$ cat config.mk
export PLATFORM = sky130hd
export DESIGN_NAME = user_io_ps2x
export DESIGN_NICKNAME = d
export VERILOG_FILES = /design/src/rtl/user_io_pkg.sv /design/src/rtl/ps2_tx_chan.sv /design/src/rtl/user_io_ps2x.sv
export SDC_FILE = /design/constraint.sdc
export NUM_CORES = 1
export LEC_CHECK = 0
export BUFFER_PORTS_ARGS = -buffer_cell sky130_fd_sc_hd__buf_4
export CAP_MARGIN = 20
export CORE_MARGIN = 2
export CORE_UTILIZATION = 61
export DETAILED_ROUTE_END_ITERATION = 6
export PLACE_DENSITY = 0.83
export SLEW_MARGIN = 20
export SYNTH_ARGS = -nofsm -noshare
export SYNTH_HDL_FRONTEND = slang
export SYNTH_HIERARCHICAL = 1
export SYNTH_SLANG_ARGS = --single-unit
$ cat constraint.sdc
create_clock -name clk -period 6.4 [get_ports clk]
set_input_delay 1.28 -clock clk [delete_from_list [all_inputs] [get_ports clk]]
set_output_delay 1.28 -clock clk [all_outputs]
set_load 0.1 [all_outputs]
$ cat src/rtl/user_io_pkg.sv
// Shared constants for the user_io_ps2x slice.
//   - SPI command codes decoded by the top level.
//   - Default core type byte returned as byte 0 of every transaction.
//   - PS/2 serializer state encoding.
package user_io_pkg;

  localparam logic [7:0] CMD_BUT_SW   = 8'h01;
  localparam logic [7:0] CMD_JOY0     = 8'h02;
  localparam logic [7:0] CMD_JOY1     = 8'h03;
  localparam logic [7:0] CMD_MOUSE    = 8'h04;
  localparam logic [7:0] CMD_KBD      = 8'h05;
  localparam logic [7:0] CMD_GET_CONF = 8'h14;
  localparam logic [7:0] CMD_STATUS   = 8'h15;

  localparam logic [7:0] CORE_TYPE_8BIT = 8'hA4;

  typedef logic [1:0] ps2_state_t;
  localparam ps2_state_t PS2_IDLE = 2'd0;
  localparam ps2_state_t PS2_BIT  = 2'd1;
  localparam ps2_state_t PS2_GAP  = 2'd2;

endpackage

$ cat src/rtl/ps2_tx_chan.sv
// One buffered PS/2 transmit channel: byte FIFO, 11-bit frame serializer and bit-cell divider.
//   clk, reset     system clock, synchronous active-high reset (flushes FIFO, lines idle high)
//   push, din      write one byte into the FIFO
//   ps2_clk        PS/2 clock line (registered)
//   ps2_data       PS/2 data line (registered)
//   ovf            1-clk pulse when a pushed byte is dropped because the FIFO is full
module ps2_tx_chan
  import user_io_pkg::*;
#(
  parameter int unsigned FIFO_BITS = 3,
  parameter int unsigned DIV       = 500
) (
  input  logic       clk,
  input  logic       reset,
  input  logic       push,
  input  logic [7:0] din,
  output logic       ps2_clk,
  output logic       ps2_data,
  output logic       ovf
);

  localparam int unsigned DEPTH = 1 << FIFO_BITS;
  localparam int unsigned CELL  = 2 * DIV;
  localparam int unsigned CW    = $clog2(CELL);

  logic [7:0]           mem [DEPTH];
  logic [FIFO_BITS-1:0] wr_ptr, rd_ptr;
  logic [FIFO_BITS:0]   count;
  ps2_state_t           state, state_d;
  logic [3:0]           bit_idx, bit_idx_d;
  logic [CW-1:0]        cnt, cnt_d;
  logic [10:0]          frame, frame_d;
  logic                 pop, full, do_push, cell_end, clk_d, data_d;

  assign full     = (count == (FIFO_BITS + 1)'(DEPTH));
  // A pop in the same cycle frees a slot, so a push to a full FIFO is still accepted.
  assign do_push  = push && (!full || pop);
  assign cell_end = (cnt == CW'(CELL - 1));

  // The byte being serialized keeps its FIFO slot until its frame and gap are done,
  // so occupancy counts the in-flight byte as well.
  always_comb begin
    state_d   = state;
    bit_idx_d = bit_idx;
    cnt_d     = cnt;
    frame_d   = frame;
    pop       = 1'b0;
    case (state)
      PS2_IDLE: begin
        if (count != '0) begin
          frame_d   = {1'b1, ~^mem[rd_ptr], mem[rd_ptr], 1'b0};
          state_d   = PS2_BIT;
          bit_idx_d = 4'd0;
          cnt_d     = '0;
        end
      end
      PS2_BIT: begin
        cnt_d = cnt + 1'b1;
        if (cell_end) begin
          cnt_d = '0;
          if (bit_idx == 4'd10) state_d = PS2_GAP;
          else bit_idx_d = bit_idx + 4'd1;
        end
      end
      PS2_GAP: begin
        cnt_d = cnt + 1'b1;
        if (cell_end) begin
          cnt_d   = '0;
          state_d = PS2_IDLE;
          pop     = 1'b1;
        end
      end
      default: state_d = PS2_IDLE;
    endcase
    clk_d  = !((state_d == PS2_BIT) && (cnt_d >= CW'(DIV)));
    data_d = (state_d == PS2_BIT) ? frame_d[bit_idx_d] : 1'b1;
  end

  always_ff @(posedge clk) begin
    if (do_push) mem[wr_ptr] <= din;
  end

  always_ff @(posedge clk) begin
    if (reset) begin
      wr_ptr   <= '0;
      rd_ptr   <= '0;
      count    <= '0;
      state    <= PS2_IDLE;
      bit_idx  <= 4'd0;
      cnt      <= '0;
      frame    <= '1;
      ps2_clk  <= 1'b1;
      ps2_data <= 1'b1;
      ovf      <= 1'b0;
    end else begin
      if (do_push) wr_ptr <= wr_ptr + 1'b1;
      if (pop) rd_ptr <= rd_ptr + 1'b1;
      if (do_push && !pop) count <= count + 1'b1;
      else if (!do_push && pop) count <= count - 1'b1;
      state    <= state_d;
      bit_idx  <= bit_idx_d;
      cnt      <= cnt_d;
      frame    <= frame_d;
      ps2_clk  <= clk_d;
      ps2_data <= data_d;
      ovf      <= push && !do_push;
    end
  end

endmodule

$ cat src/rtl/user_io_ps2x.sv
// MiST user_io successor: oversampled SPI slave to the IO controller.
//   clk, reset            system clock (>= 4x spi_sck), synchronous active-high reset
//   spi_sck/ss_io/mosi    asynchronous SPI inputs (mode 0, MSB first)
//   spi_miso, spi_miso_oe SPI data out and pad enable
//   conf_str              config string, first char in the MS byte
//   joy0, joy1, buttons, switches, status   decoded command registers
//   ps2_kbd_*, ps2_mouse_*                  PS/2 transmit lines
//   kbd_ovf, mouse_ovf                      1-clk pulse on dropped PS/2 byte
module user_io_ps2x
  import user_io_pkg::*;
#(
  parameter logic [7:0]  CORE_TYPE     = CORE_TYPE_8BIT,
  parameter int unsigned CONF_LEN      = 16,
  parameter int unsigned JOY_W         = 8,
  parameter int unsigned STATUS_W      = 8,
  parameter int unsigned PS2_FIFO_BITS = 3,
  parameter int unsigned PS2_DIV       = 500
) (
  input  logic                  clk,
  input  logic                  reset,
  input  logic                  spi_sck,
  input  logic                  spi_ss_io,
  input  logic                  spi_mosi,
  output logic                  spi_miso,
  output logic                  spi_miso_oe,
  input  logic [8*CONF_LEN-1:0] conf_str,
  output logic [JOY_W-1:0]      joy0,
  output logic [JOY_W-1:0]      joy1,
  output logic [1:0]            buttons,
  output logic [1:0]            switches,
  output logic [STATUS_W-1:0]   status,
  output logic                  ps2_kbd_clk,
  output logic                  ps2_kbd_data,
  output logic                  ps2_mouse_clk,
  output logic                  ps2_mouse_data,
  output logic                  kbd_ovf,
  output logic                  mouse_ovf
);

  logic [1:0]          sck_sync, ss_sync, mosi_sync;
  logic                sck_prev, ss_prev, ss, sck_rise, sck_fall, ss_fall;
  logic [2:0]          bit_cnt;
  logic [7:0]          byte_cnt, cmd, rx_byte, tx_byte;
  logic [6:0]          rx_sr, tx_sr;
  logic                byte_done, wr, kbd_push, mouse_push;
  logic [JOY_W-1:0]    joy0_d, joy1_d;
  logic [STATUS_W-1:0] status_d;

  assign ss        = ss_sync[1];
  assign sck_rise  = sck_sync[1] && !sck_prev;
  assign sck_fall  = !sck_sync[1] && sck_prev;
  assign ss_fall   = !ss && ss_prev;
  assign rx_byte   = {rx_sr, mosi_sync[1]};
  assign byte_done = !ss && sck_rise && (bit_cnt == 3'd7);
  // Completed payload byte (index >= 1); byte_cnt still holds its index this cycle.
  assign wr         = byte_done && (byte_cnt != 8'd0);
  assign kbd_push   = wr && (cmd == CMD_KBD);
  assign mouse_push = wr && (cmd == CMD_MOUSE);

  // Byte to shift out next, indexed by the byte about to start.
  always_comb begin
    tx_byte = 8'h00;
    if (byte_cnt == 8'd0) begin
      tx_byte = CORE_TYPE;
    end else if (cmd == CMD_GET_CONF) begin
      for (int unsigned i = 1; i <= CONF_LEN; i++) begin
        if (byte_cnt == 8'(i)) tx_byte = conf_str[8*(CONF_LEN-i) +: 8];
      end
    end
  end

  // Payload byte n lands in bits [8(n-1)+:8]; bits beyond the width are dropped.
  always_comb begin
    joy0_d   = joy0;
    joy1_d   = joy1;
    status_d = status;
    if (wr) begin
      for (int unsigned b = 0; b < JOY_W; b++) begin
        if (byte_cnt == 8'(b / 8 + 1)) begin
          if (cmd == CMD_JOY0) joy0_d[b] = rx_byte[3'(b % 8)];
          if (cmd == CMD_JOY1) joy1_d[b] = rx_byte[3'(b % 8)];
        end
      end
      for (int unsigned b = 0; b < STATUS_W; b++) begin
        if ((byte_cnt == 8'(b / 8 + 1)) && (cmd == CMD_STATUS)) status_d[b] = rx_byte[3'(b % 8)];
      end
    end
  end

  always_ff @(posedge clk) begin
    if (reset) begin
      sck_sync    <= 2'b00;
      ss_sync     <= 2'b11;
      mosi_sync   <= 2'b00;
      sck_prev    <= 1'b0;
      ss_prev     <= 1'b1;
      bit_cnt     <= 3'd0;
      byte_cnt    <= 8'd0;
      rx_sr       <= 7'd0;
      tx_sr       <= 7'd0;
      cmd         <= 8'd0;
      spi_miso    <= 1'b0;
      spi_miso_oe <= 1'b0;
      joy0        <= '0;
      joy1        <= '0;
      status      <= '0;
      buttons     <= 2'b00;
      switches    <= 2'b00;
    end else begin
      sck_sync  <= {sck_sync[0], spi_sck};
      ss_sync   <= {ss_sync[0], spi_ss_io};
      mosi_sync <= {mosi_sync[0], spi_mosi};
      sck_prev  <= sck_sync[1];
      ss_prev   <= ss;
      joy0      <= joy0_d;
      joy1      <= joy1_d;
      status    <= status_d;
      if (ss) begin
        bit_cnt     <= 3'd0;
        byte_cnt    <= 8'd0;
        spi_miso_oe <= 1'b0;
      end else begin
        if (ss_fall) begin
          spi_miso_oe <= 1'b1;
          spi_miso    <= CORE_TYPE[7];
          tx_sr       <= CORE_TYPE[6:0];
        end
        if (sck_rise) begin
          rx_sr   <= rx_byte[6:0];
          bit_cnt <= bit_cnt + 3'd1;
          if (byte_done) begin
            if (byte_cnt == 8'd0) cmd <= rx_byte;
            if (byte_cnt != 8'hFF) byte_cnt <= byte_cnt + 8'd1;
            if (wr && (cmd == CMD_BUT_SW) && (byte_cnt == 8'd1)) begin
              buttons  <= rx_byte[1:0];
              switches <= rx_byte[3:2];
            end
          end
        end
        if (sck_fall) begin
          // bit_cnt wraps to 0 after a full byte: start the next byte's MSB.
          if (bit_cnt == 3'd0) begin
            spi_miso <= tx_byte[7];
            tx_sr    <= tx_byte[6:0];
          end else begin
            spi_miso <= tx_sr[6];
            tx_sr    <= {tx_sr[5:0], 1'b0};
          end
        end
      end
    end
  end

  ps2_tx_chan #(
    .FIFO_BITS(PS2_FIFO_BITS),
    .DIV      (PS2_DIV)
  ) u_kbd (
    .clk     (clk),
    .reset   (reset),
    .push    (kbd_push),
    .din     (rx_byte),
    .ps2_clk (ps2_kbd_clk),
    .ps2_data(ps2_kbd_data),
    .ovf     (kbd_ovf)
  );

  ps2_tx_chan #(
    .FIFO_BITS(PS2_FIFO_BITS),
    .DIV      (PS2_DIV)
  ) u_mouse (
    .clk     (clk),
    .reset   (reset),
    .push    (mouse_push),
    .din     (rx_byte),
    .ps2_clk (ps2_mouse_clk),
    .ps2_data(ps2_mouse_data),
    .ovf     (mouse_ovf)
  );

endmodule
=== Yosys cells after proc, flatten, opt, wreduce, memory -nomap -nowiden ===
Memory sizes are Yosys's and may differ from the RTL's. A register that Yosys moved wholly into a read port is not among the register bits.
Cells that the tools add are included.
Widths: inputs -> output; s select.

* Bits in registers: 151
* RAM bits: 128
* Bits of input ports: 133
* Output and inout bits: 36
* Logic and storage cells: 228
* Memories kept: 2

* Add/sub/neg operators: 14
* $lt $le $gt $ge: 4
* Eq/ne operators: 37
* Multiplexer cells: 72
* Bitwise logic cells: 3
* Reduce and logical (&&, ||, !) cells: 59

{| class="wikitable"
|+ Memories
! memory !! words !! width !! rd ports !! clocked after Yosys merged registers in !! wr ports !! line !! source
|-
| u_kbd.mem || 8 || 8 || 1 || 1 || 1 || ps2_tx_chan.sv:26 || <nowiki>logic [7:0] mem [DEPTH];</nowiki>
|-
| u_mouse.mem || 8 || 8 || 1 || 1 || 1 || ps2_tx_chan.sv:26 ||
|}

{| class="wikitable"
|+ Operators with widths
! operator !! number
|-
| $mux 8 || 18
|-
| $eq 8x4->1 const B || 8
|-
| $eq 8x3->1 const B || 6
|-
| $mux 11 || 4
|-
| $mux 10 || 4
|-
| $mux 4 || 10
|-
| $pmux 10 s2 || 2
|-
| $eq 8x2->1 const B || 4
|-
| $eq 8x5->1 const B || 3
|-
| $logic_and 1x1->1 || 21
|-
| $mux 7 || 3
|-
| $add 10x1->10 const B || 2
|-
| $eq 10x10->1 const B || 2
|-
| $ge 10x9->1 const B || 2
|-
| $add 4x1->4 const B || 4
|-
| $eq 4x4->1 const B || 4
|-
| $eq 8x1->1 const B || 2
|-
| $mux 2 || 8
|-
| $pmux 4 s2 || 2
|-
| $reduce_xnor 8->1 || 2
|-
| $add 3x1->3 const B || 5
|-
| $mux 1 || 13
|-
| $mux 3 || 4
|-
| $pmux 2 s3 || 2
|-
| 21 further kinds || 54
|}

=== Logic depth before layout (Yosys ltp) ===
Gate-level depths: netlist of the first run.

* Depth after elaboration: 21
* Gate-level depth with buffers: 17
* Depth with buffers taken out: 16

=== Cells and area by module ===
The synthesis of the first run kept the hierarchy.

{| class="wikitable"
|+ By module, submodules not included
! module !! times used !! cells each !! area an instance (um^2) !! seq. area each (um^2)
|-
| ps2_tx_chan (u_mouse) || 1 || 382 || 4,972.3 || 2,782.7
|-
| ps2_tx_chan (u_kbd) || 1 || 367 || 4,750.8 || 2,782.7
|-
| user_io_ps2x || 1 || 544 || 4,325.4 || 1,421.4
|}

=== Worst setup path after synthesis of the first run ===
No wires, ideal clock.

* Path kind: flip-flop to flip-flop
* From: register byte_cnt[0]
* To: register u_kbd.count[3]
* Library setup time: 70 ps
* Arrival: 3,227 ps
* Data required time: 6,330 ps
* Slack: 3,103 ps
* Cell stages (with the launch flop): 18
* Path buffers: 1
* Cells stage by stage: dfxtp_1 > inv_1 > ha_1 > clkbuf_1 > nor4b_1 > nand2_1 > nand4b_1 > nor2_1 > nand2_1 > inv_2 > ha_1 > inv_1 > ha_1 > a21o_1 > a21oi_1 > xnor2_1 > or3_1 > a21oi_1

* Word-level cells in the longest chain between the ends: 7
* Elaborated cells between the ends (all ways): 9

{| class="wikitable"
|+ Ends and longest elaborated chain
! element !! line !! source
|-
| start, declared || user_io_ps2x.sv:43 || <nowiki>logic [7:0] byte_cnt, cmd, rx_byte, tx_byte;</nowiki>
|-
| start signal, assigned || user_io_ps2x.sv:133 || <nowiki>if (byte_cnt != 8'hFF) byte_cnt <= byte_cnt + 8'd1;</nowiki>
|-
| $reduce_bool 8->1 * || user_io_ps2x.sv:56 || <nowiki>assign wr = byte_done && (byte_cnt != 8'd0);</nowiki>
|-
| $logic_and 1x1->1 * || user_io_ps2x.sv:56 ||
|-
| $logic_and 1x1->1 * || user_io_ps2x.sv:57 || <nowiki>assign kbd_push = wr && (cmd == CMD_KBD);</nowiki>
|-
| net kbd_push || user_io_ps2x.sv:45 || <nowiki>logic byte_done, wr, kbd_push, mouse_push;</nowiki>
|-
| $logic_and 1x1->1 * || ps2_tx_chan.sv:37 || <nowiki>assign do_push = push && (!full || pop);</nowiki>
|-
| net u_kbd.do_push || ps2_tx_chan.sv:33 || <nowiki>logic pop, full, do_push, cell_end, clk_d, data_d;</nowiki>
|-
| $logic_not 1->1 || ps2_tx_chan.sv:99 || <nowiki>else if (!do_push && pop) count <= count - 1'b1;</nowiki>
|-
| $logic_and 1x1->1 || ps2_tx_chan.sv:99 ||
|-
| $reduce_bool 2->1 (no line) || - ||
|-
| end signal, assigned || ps2_tx_chan.sv:98 || <nowiki>if (do_push && !pop) count <= count + 1'b1;</nowiki>
|-
| end signal, assigned || ps2_tx_chan.sv:99 ||
|-
| end, declared || ps2_tx_chan.sv:28 || <nowiki>logic [FIFO_BITS:0] count;</nowiki>
|}

The timed path passes the listed nets; every way through them passes the cells marked *.
A chain may end at the register's enable or synchronous reset.

=== Worst setup path after layout of the first run ===
* From: register byte_cnt[0]
* To: register u_mouse.count[3]

* Word-level cells in the longest chain between the ends: 7
* Elaborated cells between the ends (all ways): 9

{| class="wikitable"
|+ Ends and longest elaborated chain
! element !! line !! source
|-
| $reduce_bool 8->1 * || user_io_ps2x.sv:56 ||
|-
| $logic_and 1x1->1 * || user_io_ps2x.sv:56 ||
|-
| $logic_and 1x1->1 * || user_io_ps2x.sv:58 || <nowiki>assign mouse_push = wr && (cmd == CMD_MOUSE);</nowiki>
|-
| net mouse_push || user_io_ps2x.sv:45 ||
|-
| $logic_and 1x1->1 * || ps2_tx_chan.sv:37 ||
|-
| net u_mouse.do_push || ps2_tx_chan.sv:33 ||
|-
| $logic_not 1->1 || ps2_tx_chan.sv:99 ||
|-
| $logic_and 1x1->1 || ps2_tx_chan.sv:99 ||
|-
| $reduce_bool 2->1 (no line) || - ||
|-
| end signal, assigned || ps2_tx_chan.sv:98 ||
|-
| end signal, assigned || ps2_tx_chan.sv:99 ||
|-
| end, declared || ps2_tx_chan.sv:28 ||
|}

Marks and branches as above.

==> results.json, run 1 <==
{
  "synth_compound_area_share_pct": 12.41,
  "maxSlewHeadroom_pct": 30.96,
  "synth-async-reset-ratio_pct": 0,
  "htreeDepth": 1,
  "reg2reg_slack_ns": 1.99,
  "drc": 0,
  "routed-via-count": 10890,
  "cts_tree": "yes",
  "fmax_ghz": 0.2269,
  "cts_setup_buffers": 0,
  "rows": 55,
  "holdPathEnd": "ss_sync[1]",
  "synth_edf_count": 128,
  "worst_ep_arrival_time_ns": 4.87,
  "gp_congestion": 0.9152,
  "synthCells": 1293,
  "die_x_um": 155.8,
  "period_needed_ns": 4.408,
  "numClockSinks": 285,
  "worstSkewPairLatency_ns": 0.54,
  "hp-class": "reg -> reg",
  "min_from": "ss_sync[0]",
  "grtUsageTotal_pct": 28.21,
  "synthMuxAreaShare_pct": 11.61,
  "yosysUniqueCellTypes": 92,
  "clockRootBuffer": "clkbuf_16",
  "grt_start_max_net_pins": 78,
  "cp-start-kind": "flop",
  "cts_resized": 0,
  "setup-tns-final_ns": 0,
  "grt_pass1_vias": 10460,
  "slowest_stage": "ha_1",
  "fin_nets": 1601,
  "overflow": 0,
  "period_share_pct": 68.88,
  "p_per_area_nw_per_um2": 227.7,
  "rr_startpoint": "byte_cnt[0]",
  "rsz0062_at_grt": "false",
  "antenna_found_initial": 0,
  "p_leak_nw": 6.097,
  "io_pins": 169,
  "end_kind": "flop",
  "timing.rr.end": "u_mouse/count[3]",
  "worst_ir_drop_vdd_mv": 0.2320,
  "port_buffers": 168,
  "synth_area_um2": 14050,
  "required_ns": 6.86,
  "worst_slack_ns": 1.992,
  "whs_path_depth": 1,
  "yosysSeqAreaShare_pct": 49.73,
  "hold_slack_ns": 0.4355,
  "yosys.area_share.simple_pct": 17.18,
  "viasPerCell": 6.254,
  "fin_worst_skew_ns": 0.01311,
  "ys.flop_type": "dfxtp_1",
  "synth_nets": 1459,
  "ant_nets": 0,
  "final_common_cell": "buf_4",
  "finalHoldViolCount": 0,
  "synth_top_family_by_area": "simple AND/OR/NAND/NOR gates",
  "wl_um": 34840,
  "cts_buffer_depth": 3,
  "grt_pass1_wl_um": 55000,
  "clk_pin_slew_ns": 0.06,
  "detail_route.iter0.violations": 1076,
  "area_growth_pct": 16.70,
  "avgSynthCellArea_um2": 10.87,
  "status": "finished clean",
  "drive_gt1_share_pct": 20.04,
  "synth_fa_ha_area_share_pct": 3.046,
  "final_cell_mix": "buf_4, dfxtp_1, nor2_1",
  "antenna_cells": 0,
  "place_ws_ns": 2.219,
  "wl_per_cell_um": 20.00,
  "synthXorXnorAreaFrac_pct": 2.921,
  "die_y_um": 155.8,
  "p_total_w": 0.003733,
  "cts-buffers-inserted": 29,
  "firstDrtPassIters": 7,
  "crit_fanout": 28,
  "rr_worst_depth": 16,
  "hold_buffers": 0,
  "core_area_um2": 22640,
  "slew_viol_final": 0,
  "start_util_pct": 62.05,
  "cp_cell_sequence": "inv_1 -> ha_1 -> nor4b_1 -> nand2_1 -> nand4bb_1 -> nor2_1 -> nand2_1 -> inv_1 -> ha_1 -> inv_1 -> ha_1 -> a21o_1 -> a21oi_1 -> xnor2_1 -> or3_1 -> a21oi_1",
  "ys_warn_count": 6,
  "maxCapViolCount": 0,
  "finalSetupViolCount": 0,
  "critical_path_class": "reg -> reg",
  "slowest_delay_ns": 0.84,
  "place_hpwl_um": 23480,
  "postLayoutCoreUtil_pct": 72.41,
  "ys_ff_latch": 285,
  "tightestPinTransition_ns": 1.028,
  "die-area_um2": 24260
}
metal layers:
metal  global-route usage (%)  vias to the layer above  part of all wire, %
met5                        0                        -                    0
met4                    6.684                        0                  2.4
met3                    5.111                       80                  7.3
met2                    48.76                      462                   50
met1                    37.19                     5254                   41
li1                         -                     5098                    -
kinds of logic (layout without fill, tap and decap cells):
group | count (synthesis) | count (layout)
simple gates | 468 | 468
xor+xnor | 46 | 46
compound gates | 262 | 262
flops | 285 | 285
fa+ha+maj | 33 | 33
buf+inv | 91 | 255
mux | 108 | 108
area by class of cell:
cell class | instances | area (um2)
Clock buffer | 38 | 759.5
Clock inverter | 15 | 210.2
Fill cell | 1540 | 6246
Inverter | 25 | 93.84
Multi-Input combinational cell | 917 | 6661
Sequential cell | 285 | 6987
Tap cell | 285 | 356.6
Timing Repair Buffer | 177 | 1326
through the flow:
step                std cells  instance area, um2
floorplan                1293               14050
global placement         1688               15390
detailed placement       1689               15390
CTS                      1742               16360
global route             1742               16390
finish                   1742               16390
worst max-delay path, delay by kind of cell, from the launching register on:
family | cells | cell delay, ns
adder cells (fa/ha/maj) | 3 | 1.32
buffers and inverters | 3 | 0.39
AO/OA/AOI/OAI | 3 | 0.51
AND/OR/NAND/NOR | 6 | 1.64
flip-flops | 1 | 0.37
XOR/XNOR | 1 | 0.09
synthesized netlist by cell type (24+ instances only):
library cell / n / share of area (%)
clkbuf_1: 42 / 1.1
nor3_1: 32 / 1.1
nand3_1: 29 / 1.0
nor2b_1: 26 / 1.2
nor2_1: 154 / 4.1
nand2_1: 93 / 2.5
nand2b_1: 27 / 1.2
edfxtp_1: 128 / 27
o21ai_0: 36 / 1.3
a21oi_1: 79 / 2.8
xor2_1: 24 / 1.5
ha_1: 31 / 2.8
inv_1: 24 / 0.64
dfxtp_1: 157 / 22
mux2i_1: 64 / 4.6
state kept, by name (all words and copies together), names as in the netlist, 3 cells and up, named ones only:
signal	flops
u_mouse/bit_idx	4
byte_cnt	8
u_kbd/frame	11
u_mouse/rd_ptr	3
bit_cnt	3
joy1	8
u_kbd/bit_idx	4
u_kbd/wr_ptr	3
u_kbd/count	4
rx_sr	7
u_mouse/mem	64
status	8
u_kbd/mem	64
u_kbd/rd_ptr	3
u_mouse/cnt	10
u_mouse/count	4
tx_sr	7
cmd	8
u_mouse/frame	11
u_mouse/wr_ptr	3
joy0	8
u_kbd/cnt	10
power breakdown:
part           internal (W)  switching (W)
logic             0.0000598      0.0000404
clock network       0.00104       0.000700
registers           0.00189     0.00000391
total               0.00299       0.000744
worst max-delay path by stage:
stage,cells after the start,slack (ns),start,end
6_report,16,1.99,byte_cnt[0],u_mouse/count[3]
3_5_place_dp,16,2.22,byte_cnt[0],u_kbd/count[3]
3_3_place_gp,16,2.41,byte_cnt[0],u_mouse/count[3]
5_1_grt,16,1.75,byte_cnt[0],u_kbd/count[3]
4_1_cts,16,2.14,byte_cnt[0],u_kbd/count[3]
2_1_floorplan,17,3.10,byte_cnt[0],u_kbd/count[3]
Note: power is estimated with default switching activity, not from simulation.
==> inputs of run 2 (changes only) <==
- ABC_AREA: default -> 1
- CORE_UTILIZATION: 61 -> 53
- PLACE_DENSITY: 0.83 -> 0.76
- clock period: 6.4 -> 3.7 ns (I/O delays scaled with it)
==> run 2 against run 1 <==
  * Die area increased by 21%
  * Power up 70%
  * Utilization is 9.9 points lower
  * Final cell count rose by 46%
  * Critical path type unchanged
==> results.json, run 2 <==
{
  "seqPwrFrac_pct": 51.8,
  "required_ns": 4.13,
  "yosys.area_share.simple_pct": 30.54,
  "rr_worst_depth": 22,
  "numClockSinks": 285,
  "clockRootBuffer": "clkbuf_16",
  "fin_nets": 2300,
  "viasPerCell": 5.223,
  "area_growth_pct": 16.32,
  "p_leak_nw": 7.865,
  "fin_worst_skew_ns": 0.01324,
  "grt_pass1_wl_um": 61950,
  "maxSlewHeadroom_pct": 34.26,
  "synthXorXnorAreaFrac_pct": 0.5885,
  "io_pins": 169,
  "grtUsageTotal_pct": 26.24,
  "worstSkewPairLatency_ns": 0.55,
  "maxCapViolCount": 0,
  "die_x_um": 171.6,
  "firstDrtPassIters": 6,
  "synth_top_family_by_area": "simple AND/OR/NAND/NOR gates",
  "start_util_pct": 53.71,
  "intPower_w": 0.005049,
  "hp-class": "in -> reg",
  "finalSetupViolCount": 0,
  "setup-tns-final_ns": 0,
  "synth-async-reset-ratio_pct": 0,
  "synth_top_area_share_pct": 25.83,
  "yosysMostFrequentCell": "nand2_1",
  "cts-buffers-inserted": 29,
  "period_needed_ns": 3.282,
  "finalHoldViolCount": 0,
  "final_common_cell": "nand2_1",
  "whs_path_depth": 2,
  "pwr-share-comb_pct": 2.7,
  "synth_largest_area_cell": "edfxtp_1",
  "overflow": 0,
  "antenna_found_initial": 0,
  "htreeDepth": 1,
  "end_kind": "flop",
  "place_hpwl_um": 28130,
  "drive_gt1_share_pct": 15.07,
  "synthCells": 1973,
  "clkPwrFrac_pct": 45.5,
  "drc": 0,
  "hold_slack_ns": 0.3848,
  "synthMuxAreaShare_pct": 0,
  "switching_share_pct": 20.41,
  "top_regs": "u_kbd/mem x64, u_mouse/mem x64",
  "cp_common_cell": "nor2_1",
  "hold_buffers": 0,
  "cts_resized": 0,
  "avgSynthCellArea_um2": 7.543,
  "p_per_area_nw_per_um2": 366.5,
  "synthTopCellsByCount": "nand2_1, inv_1, nor2_1",
  "final_cell_mix": "nand2_1, inv_1, buf_4",
  "detail_route.iter0.violations": 913,
  "ant_nets": 0,
  "routed-via-count": 13240,
  "path_buf_inv": 6,
  "crit_family": "simple AND/OR/NAND/NOR gates",
  "postLayoutCoreUtil_pct": 62.48,
  "crit_fanout": 6,
  "cp-start-kind": "flop",
  "timing.rr.end": "u_mouse/count[3]",
  "min_from": "spi_ss_io",
  "reg2reg_slack_ns": 0.42,
  "antenna_cells": 0,
  "die-area_um2": 29430,
  "rr_startpoint": "sck_sync[1]",
  "yosys-top-cells-area": "edfxtp_1, dfxtp_1, nand2_1",
  "yosysSeqAreaShare_pct": 46.95,
  "ys_warn_count": 6,
  "tightestPinTransition_ns": 0.9850,
  "rsz0062_at_grt": "false",
  "wl_per_cell_um": 15.06,
  "fmax_ghz": 0.3047,
  "cp_cell_sequence": "inv_1 -> nor2_1 -> inv_2 -> nor2_2 -> inv_2 -> nor2_1 -> inv_1 -> nor2_1 -> nand2_1 -> nor2_1 -> nand2_2 -> inv_2 -> ha_1 -> inv_1 -> ha_1 -> and3_1 -> a211oi_1 -> nor2_1 -> nor2_1 -> nand2_1 -> o21ai_0 -> a21oi_1",
  "cts_setup_buffers": 0,
  "clk_pin_slew_ns": 0.06,
  "worst_ep_arrival_time_ns": 3.72,
  "holdPathEnd": "ss_sync[0]",
  "yosysUniqueCellTypes": 58,
  "port_buffers": 168,
  "rows": 61,
  "cts_tree": "yes",
  "ys.flop_type": "dfxtp_1",
  "synth_edf_count": 128,
  "synth_area_um2": 14880,
  "switchingPower_w": 0.001295,
  "critical_path_class": "reg -> reg",
  "synth_compound_area_share_pct": 9.862,
  "wl_um": 38170,
  "synth_nets": 2139,
  "slowest_stage": "ha_1",
  "grt_start_max_net_pins": 43,
  "cts_buffer_depth": 3,
  "slew_viol_final": 0,
  "grt_pass1_vias": 12840,
  "ys_ff_latch": 285,
  "gp_congestion": 0.9452,
  "synth_fa_ha_area_share_pct": 2.875,
  "worst_ir_drop_vdd_mv": 0.3788,
  "period_share_pct": 88.71,
  "die_y_um": 171.6,
  "slowest_delay_ns": 0.32,
  "status": "finished clean",
  "core_area_um2": 27710
}
[run 2: cell types whose count changed in the layout (fill, tap and decap cells not counted), moves of 47 or more]
cell     before  now
nand2_1      93  638
inv_1        24  233
nand3_1      29  158
o21ai_0      36   85
mux2i_1      64    0
a21oi_1      79  126
[run 2: how the worst max path moves through the flow]
stage / end / start / cells after the start
finish: u_mouse/count[3] / sck_sync[1] / 22
global route: u_mouse/count[3] / sck_sync[1] / 22
CTS: u_kbd/count[3] / sck_sync[1] / 22
detailed placement: u_kbd/count[3] / sck_sync[1] / 22
global placement: u_kbd/count[3] / sck_sync[1] / 22
floorplan: u_kbd/count[3] / sck_sync[1] / 22
[run 2: worst register-to-register path, delay by kind of cell (launching register included)]
family	cells	cell delay, ns
and+or+nand+nor	11	1.46
AOI/OAI and AO/OA	3	0.43
adders and majority gates	2	0.51
buffers and inverters	6	0.46
DFF	1	0.30
[run 2: final cells by class]
cell class	count	area (um2)
fill	2470	10400
sequential	285	6987
multi-input combinational	1373	6531
timing repair buffer	182	1366
inverter	263	1006
clock buffer	34	754.5
tap	378	473.0
clock inverter	20	192.7
[run 2: cells by family (layout without fill, tap and decap cells)]
logic type | Yosys count | after routing
AO/OA/AOI/OAI | 267 | 267
XOR/XNOR | 10 | 10
adder cells (fa/ha/maj) | 33 | 33
buffers and inverters | 315 | 499
flip-flops | 285 | 285
AND/OR/NAND/NOR | 1063 | 1063
[run 2: per-layer routing]
layer  vias up  GRT usage (%)  part of all wire, %
met3        97          4.648                  6.6
met2       451          48.28                   50
met5         -              0                    0
met4         0          11.31                  4.3
li1       6665              -                    -
met1      6027          29.69                   39
[run 2: power by group through the flow]
| stage | clock, W | combinational (W) | sequential [W] |
|---|---|---|---|
| floorplan | 0 | 0.0000346 | 0.00336 |
| global placement | 0 | 0.000167 | 0.00336 |
| detailed placement | 0 | 0.000168 | 0.00336 |
| CTS | 0.00294 | 0.000169 | 0.00329 |
| global route | 0.00307 | 0.000182 | 0.00329 |
| finish | 0.00289 | 0.000168 | 0.00329 |
[run 2: stage by stage]
stage	total power (W)	area, um2	setup WS (ns)	instances
floorplan	0.003390	14880	0.8043	1973
global placement	0.003523	16360	0.4482	2481
detailed placement	0.003524	16360	0.3721	2481
CTS	0.006398	17310	0.3303	2535
global route	0.006533	17310	0.007208	2535
finish	0.006344	17310	0.4178	2535
==> inputs of run 3 (changes only) <==
- CORE_UTILIZATION: 53 -> 55
- CTS_BUF_LIST: default -> sky130_fd_sc_hd__clkbuf_4
- PLACE_DENSITY: 0.76 -> default
- PLACE_DENSITY_LB_ADDON: default -> 0.08
==> run 3 against run 2 <==
  * Clock skew is 0.048 ns higher
  * First-iteration DRC count is 4.1% higher
  * Non-clock buffer count is 5 lower
  * Critical path type unchanged
  * Clock power is 2% lower
  * Clock-buffer cell count is 75 higher
  * Combinational power is 2% lower
  * Power is 0.75% lower
  * Flip-flop and latch count stayed put
  * Critical path depth stayed put
==> results.json, run 3 (same netlist as run 2, synthesis figures left out) <==
{
  "status": "finished clean",
  "drive_gt1_share_pct": 17.72,
  "firstDrtPassIters": 5,
  "rows": 60,
  "grt_pass1_wl_um": 60060,
  "clockRootBuffer": "clkbuf_4",
  "die_y_um": 168.5,
  "maxCapViolCount": 0,
  "tightestPinTransition_ns": 1.060,
  "io_pins": 169,
  "design_area_um2": 17290,
  "finalHoldViolCount": 0,
  "top_regs": "u_kbd/mem x64, u_mouse/mem x64",
  "worst_ep_arrival_time_ns": 3.84,
  "worstSkewPairLatency_ns": 0.67,
  "required_ns": 4.26,
  "p_total_w": 0.006296,
  "maxSlewHeadroom_pct": 28.77,
  "fin_worst_skew_ns": 0.06105,
  "start_util_pct": 55.68,
  "grtUsageTotal_pct": 26.09,
  "end_kind": "flop",
  "cts_tree": "yes",
  "ant_nets": 0,
  "grt_start_max_net_pins": 40,
  "p_leak_nw": 7.968,
  "period_share_pct": 88.58,
  "period_needed_ns": 3.278,
  "die-area_um2": 28390,
  "place_hpwl_um": 26400,
  "drc": 0,
  "postLayoutCoreUtil_pct": 64.68,
  "worst_ir_drop_vdd_mv": 0.2216,
  "regArea_um2": 6987,
  "critical_path_class": "reg -> reg",
  "overflow": 0,
  "crit_fanout": 6,
  "antenna_found_initial": 1,
  "routed-via-count": 13290,
  "gp_congestion": 0.8936,
  "clk_pin_slew_ns": 0.06,
  "grt_pass1_vias": 12710,
  "fmax_ghz": 0.3051,
  "final_cell_mix": "nand2_1, inv_1, buf_4",
  "cts-buffers-inserted": 74,
  "numClockSinks": 285,
  "fin_nets": 2340,
  "fillers": 2375,
  "cp-start-kind": "flop",
  "port_buffers": 168,
  "viasPerCell": 5.170,
  "final_common_cell": "nand2_1",
  "detail_route.iter0.violations": 950,
  "core_area_um2": 26730,
  "p_per_area_nw_per_um2": 364.2,
  "finalSetupViolCount": 0,
  "wl_per_cell_um": 14.37,
  "htreeDepth": 3,
  "cts_buffer_depth": 3,
  "hold_buffers": 0,
  "multi_input_area_um2": 6541,
  "area_growth_pct": 16.16,
  "die_x_um": 168.5,
  "whs_path_depth": 3,
  "hp-class": "in -> reg",
  "rr_worst_depth": 22,
  "slew_viol_final": 0,
  "placed_area_um2": 16280,
  "wl_um": 36940
}
[run 3: path summary, 6_finish.rpt]
check | from | end | slack, ns
setup / recovery | sck_sync[1] | u_kbd/count[3] | 0.42
setup reg to reg | sck_sync[1] | u_kbd/count[3] | 0.42
hold / removal | spi_mosi | mosi_sync[0] | 0.30
hold reg to reg | mosi_sync[0] | mosi_sync[1] | 0.41
[run 3: layer usage]
layer / global-route usage, % / part of all wire (%)
met5: 0 / 0
met1: 33.01 / 44
met4: 10.87 / 3.0
met2: 43.76 / 47
met3: 5.378 / 5.7
[run 3: area by class of cell]
| cell class | instances | area share [%] |
|---|---|---|
| Clock buffer | 109 | 4.734 |
| Timing Repair Buffer | 177 | 7.687 |
| Tap cell | 341 | 2.468 |
| Inverter | 263 | 5.819 |
| Multi-Input combinational cell | 1373 | 37.84 |
| Antenna cell | 1 | 0.01448 |
| Clock inverter | 22 | 1.021 |
| Sequential cell | 285 | 40.42 |
[run 3: worst max-delay path, cell delays in order (launching register included)]
cell      delay [ns]
dfxtp_1         0.31
inv_1           0.05
nor2_1          0.14
inv_2           0.08
nor2_2          0.12
inv_2           0.03
nor2_1          0.15
inv_1           0.10
nor2_1          0.15
nand2_1         0.15
nor2_4          0.16
nand2_1         0.13
inv_1           0.14
ha_1            0.21
inv_1           0.09
ha_1            0.32
and3_1          0.20
a211oi_1        0.24
nor2_1          0.07
nor2_1          0.09
nand2_1         0.07
o21ai_0         0.14
a21oi_1         0.06
[run 3: what timing repair did]
action,4_1_cts,5_1_grt
buffers inserted,0,0
resized for setup,0,3
setup endpoints to repair,0,2
[run 3: per-stage QoR]
step	hold WS, ns	setup TNS (ns)	worst slack [ns]	std cells
final	0.3011	0	0.4224	2571
after global routing	0.2393	-0.006352	-0.005484	2571
after CTS	0.2322	0	0.2951	2570
after detailed placement	0.3942	0	0.3150	2439
after global placement	0.3889	0	0.4030	2439
after floorplan	0.3883	0	0.8043	1973
[run 3: power by group]
group | total [W] | leakage, nW | internal [W] | switching, W
logic | 0.000164 | 5.05 | 0.0000966 | 0.0000676
clock network | 0.00284 | 0.597 | 0.00157 | 0.00128
registers | 0.00329 | 2.32 | 0.00327 | 0.0000128
